### config.mk
export PLATFORM = sky130hd
export DESIGN_NAME = ls_queue_flat
export DESIGN_NICKNAME = d
export VERILOG_FILES = /design/src/rtl/ls_pkg.sv /design/src/rtl/ls_queue_if.sv /design/src/rtl/ls_align.sv /design/src/rtl/ls_queue.sv /design/src/flat_wrapper.sv
export SDC_FILE = /design/constraint.sdc
export NUM_CORES = 1
export LEC_CHECK = 0
export ABC_AREA = 1
export CAP_MARGIN = 10
export CORE_UTILIZATION = 46
export DETAILED_ROUTE_END_ITERATION = 12
export PLACE_DENSITY = 0.72
export SLEW_MARGIN = 0
export SYNTH_ARGS = -nofsm -noshare
export SYNTH_HDL_FRONTEND = slang
export SYNTH_HIERARCHICAL = 1
export SYNTH_SLANG_ARGS = --single-unit
### constraint.sdc
create_clock -name clk -period 5.5 [get_ports clk]
set_input_delay 1.375 -clock clk [delete_from_list [all_inputs] [get_ports clk]]
set_output_delay 1.375 -clock clk [all_outputs]
set_load 0.01 [all_outputs]
### src/rtl/ls_pkg.sv
// Shared constants and FSM encoding for the load/store queue.
// Optional misalignment trap is enabled with LS_MISALIGN_CHECK_EN.
package ls_pkg;

    localparam int OPT_WIDTH   = 7;
    localparam int FUNCT_WIDTH = 3;
    localparam int REG_WIDTH   = 5;

    localparam logic [OPT_WIDTH-1:0] OPCODE_L = 7'b0000011;
    localparam logic [OPT_WIDTH-1:0] OPCODE_S = 7'b0100011;

    localparam logic [FUNCT_WIDTH-1:0] FUNCT_B  = 3'b000;
    localparam logic [FUNCT_WIDTH-1:0] FUNCT_H  = 3'b001;
    localparam logic [FUNCT_WIDTH-1:0] FUNCT_W  = 3'b010;
    localparam logic [FUNCT_WIDTH-1:0] FUNCT_BU = 3'b100;
    localparam logic [FUNCT_WIDTH-1:0] FUNCT_HU = 3'b101;

    typedef enum logic {
        IDLE = 1'b0,
        BUSY = 1'b1
    } state_t;

    function automatic logic is_store(input logic [OPT_WIDTH-1:0] opt);
        return opt == OPCODE_S;
    endfunction

endpackage

### src/rtl/ls_queue_if.sv
// Exe broadcast, writeback and memory-controller signals of ls_queue.
// Carries wb_exc only when LS_MISALIGN_CHECK_EN is defined.
interface ls_queue_if
    import ls_pkg::*;
#(
    parameter int SB_SIZE_WIDTH = 4,
    parameter int DATA_WIDTH    = 32
);

    logic                     valid;
    logic                     dest;
    logic [SB_SIZE_WIDTH-1:0] pos;
    logic [OPT_WIDTH-1:0]     opt;
    logic [FUNCT_WIDTH-1:0]   funct;
    logic [REG_WIDTH-1:0]     rd;
    logic [DATA_WIDTH-1:0]    imm;
    logic [DATA_WIDTH-1:0]    rs1;
    logic [DATA_WIDTH-1:0]    rs2;
    logic                     full;
    logic                     flush;

    logic                     wb_valid;
    logic [SB_SIZE_WIDTH-1:0] wb_pos;
    logic [REG_WIDTH-1:0]     wb_rd;
    logic [DATA_WIDTH-1:0]    wb_value;
`ifdef LS_MISALIGN_CHECK_EN
    logic                     wb_exc;
`endif

    logic                     mc_valid;
    logic                     mc_we;
    logic [DATA_WIDTH-1:0]    mc_addr;
    logic [DATA_WIDTH-1:0]    mc_src;
    logic [3:0]               mc_be;
    logic                     mc_done;
    logic [DATA_WIDTH-1:0]    mc_data;

    modport slave (
        input  valid, dest, pos, opt, funct, rd, imm, rs1, rs2,
        input  flush, mc_done, mc_data,
`ifdef LS_MISALIGN_CHECK_EN
        output wb_exc,
`endif
        output full, wb_valid, wb_pos, wb_rd, wb_value,
        output mc_valid, mc_we, mc_addr, mc_src, mc_be
    );

    modport master (
        output valid, dest, pos, opt, funct, rd, imm, rs1, rs2,
        output flush, mc_done, mc_data,
`ifdef LS_MISALIGN_CHECK_EN
        input  wb_exc,
`endif
        input  full, wb_valid, wb_pos, wb_rd, wb_value,
        input  mc_valid, mc_we, mc_addr, mc_src, mc_be
    );

endinterface

### src/rtl/ls_align.sv
// Byte-lane steering: store data/enables, load extension, misalign flag.
// Purely combinational; unaffected by LS_MISALIGN_CHECK_EN.
module ls_align
    import ls_pkg::*;
#(
    parameter int DATA_WIDTH = 32
) (
    input  logic [FUNCT_WIDTH-1:0] i_funct,
    input  logic [1:0]             i_lane,
    input  logic [DATA_WIDTH-1:0]  i_rs2,
    input  logic [DATA_WIDTH-1:0]  i_rdata,
    output logic [DATA_WIDTH-1:0]  o_src,
    output logic [3:0]             o_be,
    output logic [DATA_WIDTH-1:0]  o_ld_val,
    output logic                   o_mis
);

    logic [4:0]            w_sh;
    logic [DATA_WIDTH-1:0] w_rd_sh;

    assign w_sh    = {i_lane, 3'b000};
    assign w_rd_sh = i_rdata >> w_sh;
    assign o_src   = i_rs2 << w_sh;

    always_comb begin
        o_ld_val = w_rd_sh;
        unique case (i_funct)
            FUNCT_B:  o_ld_val = {{(DATA_WIDTH-8){w_rd_sh[7]}}, w_rd_sh[7:0]};
            FUNCT_H:  o_ld_val = {{(DATA_WIDTH-16){w_rd_sh[15]}}, w_rd_sh[15:0]};
            FUNCT_BU: o_ld_val = {{(DATA_WIDTH-8){1'b0}}, w_rd_sh[7:0]};
            FUNCT_HU: o_ld_val = {{(DATA_WIDTH-16){1'b0}}, w_rd_sh[15:0]};
            default:  o_ld_val = w_rd_sh;
        endcase
    end

    // funct[1:0] alone carries the access size for both signed and unsigned
    always_comb begin
        o_be  = 4'b1111;
        o_mis = 1'b0;
        unique case (i_funct[1:0])
            2'b00: o_be = 4'b0001 << i_lane;
            2'b01: begin
                o_be  = 4'b0011 << i_lane;
                o_mis = i_lane[0];
            end
            default: o_mis = (i_lane != 2'b00);
        endcase
    end

endmodule

### src/rtl/ls_queue.sv
// In-order load/store queue feeding the memory controller one op at a time.
// LS_MISALIGN_CHECK_EN: misaligned ops trap to wb with wb_exc instead of issuing.
module ls_queue
    import ls_pkg::*;
#(
    parameter int SB_SIZE_WIDTH   = 4,
    parameter int DATA_WIDTH      = 32,
    parameter int LSQ_DEPTH_WIDTH = 2
) (
    input logic       clk,
    input logic       rst_n,
    ls_queue_if.slave bus
);

    localparam int DEPTH = 1 << LSQ_DEPTH_WIDTH;

    typedef logic [LSQ_DEPTH_WIDTH-1:0] ptr_t;
    typedef logic [LSQ_DEPTH_WIDTH:0]   cnt_t;

    localparam cnt_t DEPTH_C = cnt_t'(DEPTH);

    logic [SB_SIZE_WIDTH-1:0] r_q_pos   [DEPTH];
    logic [REG_WIDTH-1:0]     r_q_rd    [DEPTH];
    logic [OPT_WIDTH-1:0]     r_q_opt   [DEPTH];
    logic [FUNCT_WIDTH-1:0]   r_q_funct [DEPTH];
    logic [DATA_WIDTH-1:0]    r_q_addr  [DEPTH];
    logic [DATA_WIDTH-1:0]    r_q_rs2   [DEPTH];

    ptr_t   r_head;
    ptr_t   r_tail;
    cnt_t   r_count;
    logic   r_full;
    state_t r_state;
    logic   r_kill;

    logic [SB_SIZE_WIDTH-1:0] r_if_pos;
    logic [REG_WIDTH-1:0]     r_if_rd;
    logic [FUNCT_WIDTH-1:0]   r_if_funct;
    logic                     r_if_st;

    logic                     r_mc_valid;
    logic                     r_mc_we;
    logic [DATA_WIDTH-1:0]    r_mc_addr;
    logic [DATA_WIDTH-1:0]    r_mc_src;
    logic [3:0]               r_mc_be;

    logic                     r_wb_valid;
    logic [SB_SIZE_WIDTH-1:0] r_wb_pos;
    logic [REG_WIDTH-1:0]     r_wb_rd;
    logic [DATA_WIDTH-1:0]    r_wb_value;
`ifdef LS_MISALIGN_CHECK_EN
    logic                     r_wb_exc;
`endif

    logic                     w_push;
    logic                     w_pop;
    logic                     w_done;
    logic                     w_issue_ok;
    logic                     w_issue;
    logic                     w_mis_pop;
    logic [DATA_WIDTH-1:0]    w_addr;
    cnt_t                     w_count_nxt;

    logic [SB_SIZE_WIDTH-1:0] w_h_pos;
    logic [REG_WIDTH-1:0]     w_h_rd;
    logic                     w_h_st;
    logic [FUNCT_WIDTH-1:0]   w_h_funct;
    logic [DATA_WIDTH-1:0]    w_h_addr;

    logic [FUNCT_WIDTH-1:0]   w_al_funct;
    logic [1:0]               w_al_lane;
    logic [DATA_WIDTH-1:0]    w_src;
    logic [3:0]               w_be;
    logic [DATA_WIDTH-1:0]    w_ld_val;
    logic                     w_mis;

    assign w_h_pos   = r_q_pos[r_head];
    assign w_h_rd    = r_q_rd[r_head];
    assign w_h_st    = is_store(r_q_opt[r_head]);
    assign w_h_funct = r_q_funct[r_head];
    assign w_h_addr  = r_q_addr[r_head];

    assign w_addr = bus.rs1 + bus.imm;
    assign w_push = bus.valid && bus.dest && !r_full && !bus.flush;
    assign w_done = (r_state == BUSY) && bus.mc_done;

    assign w_issue_ok = (r_state == IDLE) && (r_count != '0) && !bus.flush;

`ifdef LS_MISALIGN_CHECK_EN
    // Holding off while wb_valid is high keeps result pulses non-adjacent
    assign w_mis_pop = w_issue_ok && w_mis && !r_wb_valid;
    assign w_issue   = w_issue_ok && !w_mis;
`else
    logic w_unused_mis;
    assign w_unused_mis = w_mis;
    assign w_mis_pop    = 1'b0;
    assign w_issue      = w_issue_ok;
`endif

    // A killed in-flight op was already dropped from the queue by the flush
    assign w_pop = (w_done && !r_kill && !bus.flush) || w_mis_pop;

    // Issue uses the head entry; completion uses the in-flight op
    assign w_al_funct = (r_state == BUSY) ? r_if_funct : w_h_funct;
    assign w_al_lane  = (r_state == BUSY) ? r_mc_addr[1:0] : w_h_addr[1:0];

    ls_align #(
        .DATA_WIDTH(DATA_WIDTH)
    ) u_align (
        .i_funct (w_al_funct),
        .i_lane  (w_al_lane),
        .i_rs2   (r_q_rs2[r_head]),
        .i_rdata (bus.mc_data),
        .o_src   (w_src),
        .o_be    (w_be),
        .o_ld_val(w_ld_val),
        .o_mis   (w_mis)
    );

    always_comb begin
        w_count_nxt = r_count;
        if (bus.flush) begin
            w_count_nxt = '0;
        end else if (w_push && !w_pop) begin
            w_count_nxt = r_count + cnt_t'(1);
        end else if (!w_push && w_pop) begin
            w_count_nxt = r_count - cnt_t'(1);
        end
    end

    always_ff @(posedge clk) begin
        if (w_push) begin
            r_q_pos[r_tail]   <= bus.pos;
            r_q_rd[r_tail]    <= bus.rd;
            r_q_opt[r_tail]   <= bus.opt;
            r_q_funct[r_tail] <= bus.funct;
            r_q_addr[r_tail]  <= w_addr;
            r_q_rs2[r_tail]   <= bus.rs2;
        end
    end

    always_ff @(posedge clk or negedge rst_n) begin
        if (!rst_n) begin
            r_head  <= '0;
            r_tail  <= '0;
            r_count <= '0;
            r_full  <= 1'b0;
        end else begin
            r_count <= w_count_nxt;
            r_full  <= (w_count_nxt == DEPTH_C);
            if (bus.flush) begin
                r_head <= r_tail;
            end else begin
                if (w_pop) r_head <= r_head + ptr_t'(1);
                if (w_push) r_tail <= r_tail + ptr_t'(1);
            end
        end
    end

    always_ff @(posedge clk or negedge rst_n) begin
        if (!rst_n) begin
            r_state    <= IDLE;
            r_kill     <= 1'b0;
            r_if_pos   <= '0;
            r_if_rd    <= '0;
            r_if_funct <= '0;
            r_if_st    <= 1'b0;
            r_mc_valid <= 1'b0;
            r_mc_we    <= 1'b0;
            r_mc_addr  <= '0;
            r_mc_src   <= '0;
            r_mc_be    <= '0;
            r_wb_valid <= 1'b0;
            r_wb_pos   <= '0;
            r_wb_rd    <= '0;
            r_wb_value <= '0;
`ifdef LS_MISALIGN_CHECK_EN
            r_wb_exc   <= 1'b0;
`endif
        end else begin
            r_wb_valid <= 1'b0;
`ifdef LS_MISALIGN_CHECK_EN
            r_wb_exc   <= 1'b0;
`endif
            unique case (r_state)
                IDLE: begin
                    if (w_issue) begin
                        r_mc_valid <= 1'b1;
                        r_mc_we    <= w_h_st;
                        r_mc_addr  <= w_h_addr;
                        r_mc_src   <= w_h_st ? w_src : '0;
                        r_mc_be    <= w_h_st ? w_be : 4'b0000;
                        r_if_pos   <= w_h_pos;
                        r_if_rd    <= w_h_rd;
                        r_if_funct <= w_h_funct;
                        r_if_st    <= w_h_st;
                        r_kill     <= 1'b0;
                        r_state    <= BUSY;
                    end
`ifdef LS_MISALIGN_CHECK_EN
                    else if (w_mis_pop) begin
                        r_wb_valid <= 1'b1;
                        r_wb_exc   <= 1'b1;
                        r_wb_pos   <= w_h_pos;
                        r_wb_rd    <= w_h_rd;
                        r_wb_value <= w_h_addr;
                    end
`endif
                end
                BUSY: begin
                    if (bus.flush) r_kill <= 1'b1;
                    if (bus.mc_done) begin
                        r_mc_valid <= 1'b0;
                        r_kill     <= 1'b0;
                        r_state    <= IDLE;
                        if (!r_kill && !bus.flush) begin
                            r_wb_valid <= 1'b1;
                            r_wb_pos   <= r_if_pos;
                            r_wb_rd    <= r_if_st ? '0 : r_if_rd;
                            r_wb_value <= r_if_st ? '0 : w_ld_val;
                        end
                    end
                end
            endcase
        end
    end

    assign bus.full     = r_full;
    assign bus.mc_valid = r_mc_valid;
    assign bus.mc_we    = r_mc_we;
    assign bus.mc_addr  = r_mc_addr;
    assign bus.mc_src   = r_mc_src;
    assign bus.mc_be    = r_mc_be;
    assign bus.wb_valid = r_wb_valid;
    assign bus.wb_pos   = r_wb_pos;
    assign bus.wb_rd    = r_wb_rd;
    assign bus.wb_value = r_wb_value;
`ifdef LS_MISALIGN_CHECK_EN
    assign bus.wb_exc   = r_wb_exc;
`endif

endmodule

### src/flat_wrapper.sv
// flat-port wrapper written by rule: the top's interface ports become plain ports
module ls_queue_flat import ls_pkg::*;
#(
    parameter int SB_SIZE_WIDTH   = 4,
    parameter int DATA_WIDTH      = 32,
    parameter int LSQ_DEPTH_WIDTH = 2
)
  (clk, rst_n, bus_valid, bus_dest, bus_pos, bus_opt, bus_funct, bus_rd, bus_imm, bus_rs1, bus_rs2, bus_flush, bus_mc_done, bus_mc_data, bus_full, bus_wb_valid, bus_wb_pos, bus_wb_rd, bus_wb_value, bus_mc_valid, bus_mc_we, bus_mc_addr, bus_mc_src, bus_mc_be);
  ls_queue_if #(.SB_SIZE_WIDTH(SB_SIZE_WIDTH), .DATA_WIDTH(DATA_WIDTH)) bus_i ();
  input logic clk;
  input logic rst_n;
  input wire logic [$bits(bus_i.valid)-1:0] bus_valid;
  input wire logic [$bits(bus_i.dest)-1:0] bus_dest;
  input wire logic [$bits(bus_i.pos)-1:0] bus_pos;
  input wire logic [$bits(bus_i.opt)-1:0] bus_opt;
  input wire logic [$bits(bus_i.funct)-1:0] bus_funct;
  input wire logic [$bits(bus_i.rd)-1:0] bus_rd;
  input wire logic [$bits(bus_i.imm)-1:0] bus_imm;
  input wire logic [$bits(bus_i.rs1)-1:0] bus_rs1;
  input wire logic [$bits(bus_i.rs2)-1:0] bus_rs2;
  input wire logic [$bits(bus_i.flush)-1:0] bus_flush;
  input wire logic [$bits(bus_i.mc_done)-1:0] bus_mc_done;
  input wire logic [$bits(bus_i.mc_data)-1:0] bus_mc_data;
  output wire logic [$bits(bus_i.full)-1:0] bus_full;
  output wire logic [$bits(bus_i.wb_valid)-1:0] bus_wb_valid;
  output wire logic [$bits(bus_i.wb_pos)-1:0] bus_wb_pos;
  output wire logic [$bits(bus_i.wb_rd)-1:0] bus_wb_rd;
  output wire logic [$bits(bus_i.wb_value)-1:0] bus_wb_value;
  output wire logic [$bits(bus_i.mc_valid)-1:0] bus_mc_valid;
  output wire logic [$bits(bus_i.mc_we)-1:0] bus_mc_we;
  output wire logic [$bits(bus_i.mc_addr)-1:0] bus_mc_addr;
  output wire logic [$bits(bus_i.mc_src)-1:0] bus_mc_src;
  output wire logic [$bits(bus_i.mc_be)-1:0] bus_mc_be;
  assign bus_i.valid = bus_valid;
  assign bus_i.dest = bus_dest;
  assign bus_i.pos = bus_pos;
  assign bus_i.opt = bus_opt;
  assign bus_i.funct = bus_funct;
  assign bus_i.rd = bus_rd;
  assign bus_i.imm = bus_imm;
  assign bus_i.rs1 = bus_rs1;
  assign bus_i.rs2 = bus_rs2;
  assign bus_i.flush = bus_flush;
  assign bus_i.mc_done = bus_mc_done;
  assign bus_i.mc_data = bus_mc_data;
  assign bus_full = bus_i.full;
  assign bus_wb_valid = bus_i.wb_valid;
  assign bus_wb_pos = bus_i.wb_pos;
  assign bus_wb_rd = bus_i.wb_rd;
  assign bus_wb_value = bus_i.wb_value;
  assign bus_mc_valid = bus_i.mc_valid;
  assign bus_mc_we = bus_i.mc_we;
  assign bus_mc_addr = bus_i.mc_addr;
  assign bus_mc_src = bus_i.mc_src;
  assign bus_mc_be = bus_i.mc_be;
  ls_queue #(.SB_SIZE_WIDTH(SB_SIZE_WIDTH), .DATA_WIDTH(DATA_WIDTH), .LSQ_DEPTH_WIDTH(LSQ_DEPTH_WIDTH)) u_core (.clk(clk), .rst_n(rst_n), .bus(bus_i));
endmodule
==> flow_summary_export.csv, run 1 <==
group,metric,value,unit
floorplan,die_area,47490,µm²
power,seq_power_share,0.375,
timing,whs,0.4804,ns
setup_path,start_kind,"flip-flop",
drt,via_per_inst,5.329,
setup_path,critPathMaxFanout,107,
clock_tree,postCtsSetupRepairBufs,0,
layout,area_growth,21.37,%
power,pwr-share-clk,0.255,
global_routing,grt_pass1_wl,82830,µm
setup_path,critPathTopFamily,"buffers and inverters",
timing,fin_crit,3.748,ns
clock_tree,htreeDepth,2,
setup_path,crit_slowest_cell,"buf_4",
clock_tree,cts_resized,0,
place,post-dp-hpwl,34740,µm
clock_tree,hold_buffers,0,
clock_tree,cts_buffer_depth,3,
floorplan,core,45670,µm²
power,vdd_drop_max,303.6,µV
clock_tree,cts.clk_slew.worst_paths,0.06,ns
global_routing,grtUsageTotal,0.2234,
floorplan,die_width,217.9,µm
min_path,hp-class,"reg -> reg",
setup_path,crit_required,5.90,ns
layout,fill_cells,3845,
timing,slew_headroom,0.2273,
drt,finalWirelength,53550,µm
job,maxCapViolCount,0,
timing,max_freq,0.2668,GHz
timing,maxSlewViolCount,0,
layout,drive_above_1_share,0.05416,
synthesis,ys_warn_count,6,
floorplan,die_y,217.9,µm
setup_path,cp-end-kind,"flip-flop",
setup_path,r2r_end,"u_core/bus.wb_value[18]",
drt,drcViolationCount,0,
drt,antenna_left,0,
clock_tree,cts.sinks,466,
place,io_buffers,265,
timing,rsz0062_at_grt,"no",
drt,drt_first_pass_iters,6,
clock_tree,cts_buffers,44,
drt,wl_per_cell,17.61,µm
synthesis,synth_fp_nets,2376,
clock_tree,root_buffer,"clkbuf_16",
power,leakagePower,10.71,nW
timing,finClkSkew,0.01304,ns
outcome,outcome,"complete, no violations",
min_path,whs_endpoint,"u_core/bus.wb_value[6]",
power,p_int,8.076,mW
timing,worst_slew_pin_slew,1.159,ns
power,swShare,0.3587,
floorplan,pin_count,266,
min_path,hold-path-cell-count,2,
setup_path,path_buf_inv,2,
timing,hold_violations,0,
setup_path,timing.rr.start,"u_core/r_head[0]",
global_routing,grt_pass1_vias,15230,
layout,design_area,26030,µm²
floorplan,fp-row-count,78,
setup_path,rrSetupSlack,1.75,ns
global_routing,grt_max_degree,108,
floorplan,start_util,0.4696,
drt,drt_iter0_markers,1520,
setup_path,rr_worst_depth,11,
clock_tree,clock_latency,0.56,ns
place,placed_area,24480,µm²
setup_path,max_stage_delay,0.97,ns
power,p_comb_frac,0.370,
timing,setup_viol,0,
clock_tree,cts_tree,"yes",
drt,vias,16200,
place,gp_congestion,0.8779,
min_path,hp-start,"u_core/bus.wb_value[6]",
synthesis,syn_area_per_cell,9.821,µm²
layout,finalNetCount,2594,
global_routing,antenna_found_initial,5,
setup_path,crit_arrival,4.15,ns
setup_path,path_class,"reg -> reg",
power,switchingPower,4.517,mW
timing,min_period_over_period,0.6814,
synthesis,netlist_area,21450,µm²
power,p_per_area,483.8,nW/µm²
synthesis,synth_cells,2184,
global_routing,overflow,0,
setup_path,cp_cell_sequence,"buf_4, nand2_1, a32o_1, o21ai_0, inv_2, nand2_4, nor2_2, nand3_4, nand3_1, nand2_1, o21ai_0",
==> per-layer routing <==
| metal | global-route usage | share of wire | vias to the layer above |
|---|---|---|---|
| met5 | 0 | 0.00080 | - |
| li1 | - | - | 7819 |
| met4 | 0.06667 | 0.021 | 8 |
| met1 | 0.2948 | 0.43 | 7709 |
| met3 | 0.04045 | 0.073 | 76 |
| met2 | 0.3749 | 0.48 | 587 |
==> tightest hold or removal path, delay by kind of cell (launching register included) <==
family	cells	cell delay [ns]
flip-flops	1	0.34
AO/OA/AOI/OAI	1	0.05
AND/OR/NAND/NOR	1	0.05
==> layout make-up <==
| type | instances | area, µm² | area share |
|---|---|---|---|
| diodes | 3 | 7.507 | 0.0002884 |
| flip-flops and latches | 466 | 13330 | 0.5120 |
| clock inverters | 21 | 337.8 | 0.01298 |
| well taps | 600 | 750.7 | 0.02884 |
| multi-input cells | 1433 | 6904 | 0.2652 |
| inverters | 176 | 675.6 | 0.02596 |
| clock buffers | 60 | 1204 | 0.04624 |
| repair buffers | 281 | 2824 | 0.1085 |
==> power by group through the flow <==
stage / combinational [mW] / sequential, mW / clock [mW]
6_report: 4.66 / 4.72 / 3.21
5_1_grt: 5.15 / 4.78 / 3.41
3_3_place_gp: 4.52 / 4.78 / 0
2_1_floorplan: 2.96 / 4.82 / 0
4_1_cts: 4.64 / 4.73 / 3.27
3_5_place_dp: 4.63 / 4.79 / 0
==> sequential cells by signal, summed over array words and instances (netlist names), 2 cells and up <==
signal and count:
u_core/bus.mc_addr 32, u_core/bus.wb_rd 5, u_core/r_if_rd 5, u_core/r_q_pos 16, u_core/r_q_addr 128, u_core/r_q_rd 20, u_core/r_q_opt 28, u_core/r_q_rs2 128
u_core/bus.wb_pos 4, u_core/r_if_funct 3, u_core/bus.mc_src 32, u_core/bus.wb_value 32, u_core/r_tail 2, u_core/r_if_pos 4, u_core/r_q_funct 12, u_core/r_head 2
u_core/bus.mc_be 4, u_core/r_count 3
==> metrics by stage <==
stage,setup TNS (ns),std cells,utilization,setup slack [ns],power (mW)
global route,0,3038,0.5698,1.406,13.34
finish,0,3040,0.5699,1.752,12.59
global placement,0,2956,0.5360,1.602,9.299
detailed placement,0,2956,0.5360,1.492,9.418
floorplan,-45.20,2184,-,-0.1361,7.780
CTS,0,3037,0.5698,1.772,12.64
==> cells in the final DEF (no fill, tap or decap), drive strengths merged, types with 2 or more instances in the layout <==
cell type,n
a21oi,37
a22oi,8
a31oi,34
a32o,5
buf,17
bufinv,9
clkbuf,60
clkdlybuf4s50,264
clkinv,12
dfrtp,134
diode,3
edfxtp,332
ha,38
inv,176
nand2,543
nand3,73
nand4,42
nor2,325
nor3,12
nor3b,2
o211ai,2
o21ai,242
o21bai,2
o22ai,45
xor2,17
==> how the worst max path moves through the flow <==
stage	slack (ns)	startpoint	to	cells after the start
4_1_cts	1.77	u_core/r_head[0]	u_core/bus.wb_value[18]	11
6_report	1.75	u_core/r_head[0]	u_core/bus.wb_value[18]	11
3_3_place_gp	1.60	bus_flush	u_core/bus.mc_addr[31]	8
3_5_place_dp	1.49	bus_flush	u_core/bus.mc_addr[25]	8
2_1_floorplan	-0.14	bus_valid	u_core/r_q_addr[0][0]	4
5_1_grt	1.41	u_core/r_head[0]	u_core/bus.wb_value[28]	10
Note: power is estimated with default switching activity, not from simulation.
==> run 2: changes to the inputs <==
==> constraint.sdc (replaced) <==
create_clock -name clk -period 3.6 [get_ports clk]
set_input_delay 0.9 -clock clk [delete_from_list [all_inputs] [get_ports clk]]
set_output_delay 0.9 -clock clk [all_outputs]
set_load 0.01 [all_outputs]
==> run 2 against run 1 <==
Maximum frequency grew 33%; clock power grew 40%; first-iteration DRC count grew 6.1%; clock-buffer cell count grew 5; design area grew 0.27%; via count grew 0.64%; clock skew grew 0.0028 ns; total power grew 50%; largest cell class unchanged; largest power group is now combinational logic; highest routed layer unchanged.
==> flow_summary_export.csv, run 2 (same netlist as run 1, synthesis figures left out) <==
group,metric,value,unit
outcome,outcome,"complete, no violations",
place,pre_cts_ws,0.4036,ns
power,vdd_drop_max,464.8,µV
clock_tree,cts.sinks,466,
setup_path,rrSetupSlack,0.78,ns
global_routing,grt_pass1_wl,83440,µm
drt,drcViolationCount,0,
drt,drt_first_pass_iters,6,
job,maxCapViolCount,0,
floorplan,core,45670,µm²
timing,finClkSkew,0.01582,ns
floorplan,start_util,0.4696,
setup_path,crit_arrival,3.28,ns
place,placed_area,24670,µm²
setup_path,path_common_cell,"nand2_1",
timing,timing.final.ws_setup,0.7811,ns
drt,wl_per_cell,17.43,µm
setup_path,path_buf_inv,1,
floorplan,die_width,217.9,µm
timing,slew_headroom,0.3722,
timing,worst_slew_pin_slew,0.9417,ns
global_routing,antenna_found_initial,6,
clock_tree,cts.clk_slew.worst_paths,0.07,ns
layout,fill_cells,3859,
layout,top_regs,"u_core/r_q_addr: 128 flops, u_core/r_q_rs2: 128 flops",
timing,setup_viol,0,
timing,hold_violations,0,
drt,antenna_left,0,
floorplan,fp-row-count,78,
global_routing,grt_max_degree,84,
timing,fin_crit,2.819,ns
clock_tree,cts_resized,0,
clock_tree,root_buffer,"clkbuf_16",
timing,rsz0062_at_grt,"no",
setup_path,critical_path_depth,10,
timing,whs,0.2984,ns
setup_path,cp-end-kind,"flip-flop",
setup_path,critical_path.startpoint,"u_core/r_head[0]",
clock_tree,hold_buffers,0,
setup_path,start_kind,"flip-flop",
clock_tree,cts_buffer_depth,3,
setup_path,critPathCapture,"u_core/bus.wb_value[28]",
global_routing,overflow,0,
floorplan,pin_count,266,
drt,drt_iter0_markers,1613,
timing,max_freq,0.3547,GHz
setup_path,r2r_end,"u_core/bus.wb_value[28]",
place,post-dp-hpwl,36000,µm
timing,maxSlewViolCount,0,
layout,area_growth,21.70,%
layout,layout_commonest_cell,"nand2_1",
power,p_per_area,724.7,nW/µm²
setup_path,critPathMaxFanout,38,
setup_path,crit_required,4.06,ns
layout,design_area,26100,µm²
layout,drive_above_1_share,0.06153,
timing,min_period_over_period,0.7830,
floorplan,die_y,217.9,µm
global_routing,grtUsageTotal,0.2243,
power,leakagePower,10.74,nW
drt,via_per_inst,5.331,
clock_tree,clock_latency,0.56,ns
setup_path,critPathTopFamily,"simple AND/OR/NAND/NOR gates",
layout,layout_common_cells,"nand2_1, edfxtp_1, nor2_1, clkdlybuf4s50_1, o21ai_0",
clock_tree,cts_tree,"yes",
clock_tree,postCtsSetupRepairBufs,0,
setup_path,rr_worst_depth,10,
power,power,18.92,mW
drt,finalWirelength,53300,µm
place,gp_congestion,0.9155,
setup_path,cp_cell_sequence,"inv_4, nand2_1, a32o_1, o21ai_0, nand2_1, nor2_2, nand3_4, nand3_1, nand2_1, o21ai_0",
drt,vias,16300,
setup_path,path_class,"reg -> reg",
clock_tree,htreeDepth,2,
setup_path,crit_slowest_cell,"dfrtp_4",
min_path,hp-class,"in -> async",
global_routing,grt_pass1_vias,15510,
floorplan,die_area,47490,µm²
setup_path,timing.rr.start,"u_core/r_head[0]",
setup_path,max_stage_delay,0.57,ns
layout,finalNetCount,2611,
clock_tree,cts_buffers,44,
place,io_buffers,265,
## run 2: final cells by class
cell class              count  area, µm²  area share
multi-input cells        1433       6904      0.2645
clock inverters            16      156.4    0.005992
diodes                      4      10.01   0.0003835
flip-flops and latches    466      13330      0.5106
well taps                 600      750.7     0.02876
repair buffers            298       3014      0.1155
inverters                 176      675.6     0.02589
clock buffers              65       1262     0.04837
## run 2: per-layer routing
| layer | routed length [µm] | part of all wire | global-route usage |
|---|---|---|---|
| met3 | 3816 | 0.072 | 0.03989 |
| met1 | 22710 | 0.43 | 0.2949 |
| met4 | 803 | 0.015 | 0.05221 |
| met2 | 25930 | 0.49 | 0.3851 |
| met5 | 35 | 0.00066 | 0 |
## run 2: power by group
part / total [mW] / leakage (nW) / internal [mW] / switching, mW
registers: 7.16 / 4.70 / 6.66 / 0.506
logic: 7.24 / 5.37 / 2.74 / 4.50
clock network: 4.51 / 0.667 / 2.59 / 1.92
## run 2: worst min-delay path by stage
stage,start,end,cells after the start
after floorplan,u_core/r_if_funct[0],u_core/r_if_funct[0],2
after global placement,u_core/bus.wb_value[4],u_core/bus.wb_value[4],2
after detailed placement,u_core/bus.mc_src[13],u_core/bus.mc_src[13],2
after CTS,rst_n,u_core/bus.mc_src[14],1
after global routing,rst_n,u_core/bus.mc_src[20],1
final,rst_n,u_core/bus.mc_src[19],1
## run 2: per-stage QoR
step | TNS, ns | std cells | util
floorplan | -61.31 | 2184 | -
global placement | 0 | 2973 | 0.5402
detailed placement | 0 | 2973 | 0.5402
CTS | 0 | 3054 | 0.5713
global route | 0 | 3056 | 0.5714
finish | 0 | 3058 | 0.5715
==> run 3: changes to the inputs <==
--- a/config.mk
+++ b/config.mk
@@ -9,7 +9,7 @@
 export CAP_MARGIN = 10
 export CORE_UTILIZATION = 46
 export DETAILED_ROUTE_END_ITERATION = 12
-export PLACE_DENSITY = 0.72
+export PLACE_DENSITY = 0.75
 export SLEW_MARGIN = 0
 export SYNTH_ARGS = -nofsm -noshare
 export SYNTH_HDL_FRONTEND = slang
==> constraint.sdc (replaced) <==
create_clock -name clk -period 2.3 [get_ports clk]
set_input_delay 0.575 -clock clk [delete_from_list [all_inputs] [get_ports clk]]
set_output_delay 0.575 -clock clk [all_outputs]
set_load 0.01 [all_outputs]
==> run 3 against run 2 <==
The run now ends with setup timing left; critical path depth did not move; critical path type unchanged; design area up 5.2%; routed wire length increased by 5.1%.
==> flow_summary_export.csv, run 3 (same netlist as run 1, synthesis figures left out) <==
group,metric,value,unit
power,p_per_area,1164,nW/µm²
floorplan,start_util,0.4696,
clock_tree,cts.clk_slew.worst_paths,0.06,ns
global_routing,grtUsageTotal,0.2298,
drt,antenna_left,0,
floorplan,die_y,217.9,µm
setup_path,rr_worst_depth,10,
timing,worst_slew_pin_slew,0.7028,ns
drt,vias,16870,
global_routing,overflow,0,
floorplan,pin_count,266,
layout,layout_commonest_cell,"nand2_1",
global_routing,grt_max_degree,69,
timing,hold_violations,0,
clock_tree,cts.sinks,466,
layout,drive_above_1_share,0.1106,
setup_path,timing.rr.start,"u_core/r_head[0]",
min_path,hp-class,"reg -> reg",
clock_tree,root_buffer,"clkbuf_16",
setup_path,start_kind,"flip-flop",
global_routing,antenna_found_initial,5,
min_path,hp-start,"u_core/bus.mc_src[23]",
layout,multi_input_area,7029,µm²
global_routing,grt_pass1_wl,85700,µm
timing,min_period_over_period,1.004,
outcome,violations,"setup timing",
timing,fin_crit,2.309,ns
floorplan,die_width,217.9,µm
drt,drcViolationCount,0,
power,power,31.95,mW
timing,fin_tns_setup,-0.01235,ns
timing,slew_headroom,0.5308,
layout,top_regs,"u_core/r_q_addr: 128 flops, u_core/r_q_rs2: 128 flops",
place,dp_cells,3071,
setup_path,r2r_end,"u_core/bus.wb_value[1]",
timing,timing.final.ws_setup,-0.009393,ns
clock_tree,clock_latency,0.56,ns
outcome,outcome,"finished with violations",
timing,max_freq,0.4330,GHz
setup_path,cp-end-kind,"flip-flop",
layout,seqCellArea,13330,µm²
layout,finalNetCount,2723,
clock_tree,htreeDepth,2,
drt,via_per_inst,5.319,
floorplan,die_area,47490,µm²
place,gp_congestion,0.9059,
layout,area_growth,28.02,%
drt,finalWirelength,56010,µm
floorplan,core,45670,µm²
floorplan,fp-row-count,78,
clock_tree,cts_buffer_depth,3,
clock_tree,cts_buffers,45,
setup_path,crit_arrival,2.79,ns
setup_path,crit_required,2.78,ns
power,leakagePower,11.47,nW
setup_path,path_class,"reg -> reg",
drt,drt_iter0_markers,1640,
timing,finClkSkew,0.01364,ns
drt,drt_first_pass_iters,6,
timing,maxSlewViolCount,0,
job,maxCapViolCount,0,
place,io_buffers,265,
power,vdd_drop_max,599.9,µV
min_path,hold-path-cell-count,2,
layout,fill_cells,3692,
layout,layoutNonFillerInstCount,3171,
layout,layout_common_cells,"nand2_1, edfxtp_1, nor2_1, clkdlybuf4s50_1, o21ai_0",
timing,setup_viol,3,
timing,rsz0062_at_grt,"yes",
clock_tree,cts_tree,"yes",
setup_path,critPathMaxFanout,12,
place,pre_cts_ws,-0.5946,ns
min_path,whs_endpoint,"u_core/bus.mc_src[23]",
drt,wl_per_cell,17.66,µm
place,post-dp-hpwl,37390,µm
timing,whs,0.4822,ns
setup_path,rrSetupSlack,-0.009,ns
global_routing,grt_pass1_vias,16220,
-- run 3: changes by cell type in the layout (fill, tap and decap cells not counted), moves of 6 or more --
cell     delta
o21ai_0    -14
o21ai_1     +6
o21ai_2     +8
buf_6       +9
buf_4      +80
buf_12     +14
-- run 3: worst max path at each step --
stage	startpoint	endpoint	slack (ns)
global route	u_core/r_head[0]	u_core/bus.wb_value[22]	-0.07
finish	u_core/r_head[0]	u_core/bus.wb_value[1]	-0.009
detailed placement	bus_imm[0]	u_core/r_q_addr[1][12]	-0.59
floorplan	bus_valid	u_core/r_q_addr[0][0]	-0.22
CTS	u_core/r_head[0]	u_core/bus.wb_value[11]	-0.02
global placement	bus_imm[0]	u_core/r_q_addr[0][12]	-0.57
-- run 3: where the power goes --
| part | leakage [nW] | switching [mW] | internal [mW] |
|---|---|---|---|
| clock | 0.723 | 3.08 | 4.42 |
| sequential | 4.70 | 0.810 | 10.4 |
| combinational | 6.05 | 7.64 | 5.59 |
| total | 11.5 | 11.5 | 20.4 |
-- run 3: through the flow --
step / utilization / cell area (µm²)
after global placement: 0.5605 / 25600
after CTS: 0.5946 / 27160
after floorplan: - / 21510
after detailed placement: 0.5605 / 25600
final: 0.6012 / 27460
after global routing: 0.6011 / 27460
-- run 3: worst max-delay path, stage by stage (launching register included) --
cell and delay (ns):
dfrtp_4 0.52, buf_6 0.17, nand2_2 0.05, a32o_2 0.28
o21ai_4 0.34, buf_6 0.18, clkbuf_16 0.17, o21ai_1 0.08
o21ai_1 0.17, nand2_1 0.07, o21ai_0 0.19
-- run 3: cell type report --
cell class | count | share of cell area
clock buffer | 64 | 0.04625
timing repair buffer | 408 | 0.1511
inverter | 176 | 0.02497
sequential | 466 | 0.4854
antenna | 3 | 0.0002734
clock inverter | 20 | 0.008658
multi-input combinational | 1434 | 0.2560
tap | 600 | 0.02734
-- run 3: timing repair --
item	CTS	global route
pin swaps	0	15
hold buffers	1	0
gates cloned	1	6
hold endpoints to repair	48	0
endpoints found under the setup margin	15	104
buffers inserted	0	5
resized for setup	3	51
-- run 3: routing by layer --
layer / up-vias / track usage / wire [µm]
li1: 8079 / - / -
met1: 8020 / 0.2988 / 23050
met2: 687 / 0.3925 / 27380
met3: 77 / 0.03905 / 4420
met4: 4 / 0.06923 / 1130
met5: - / 0 / 23
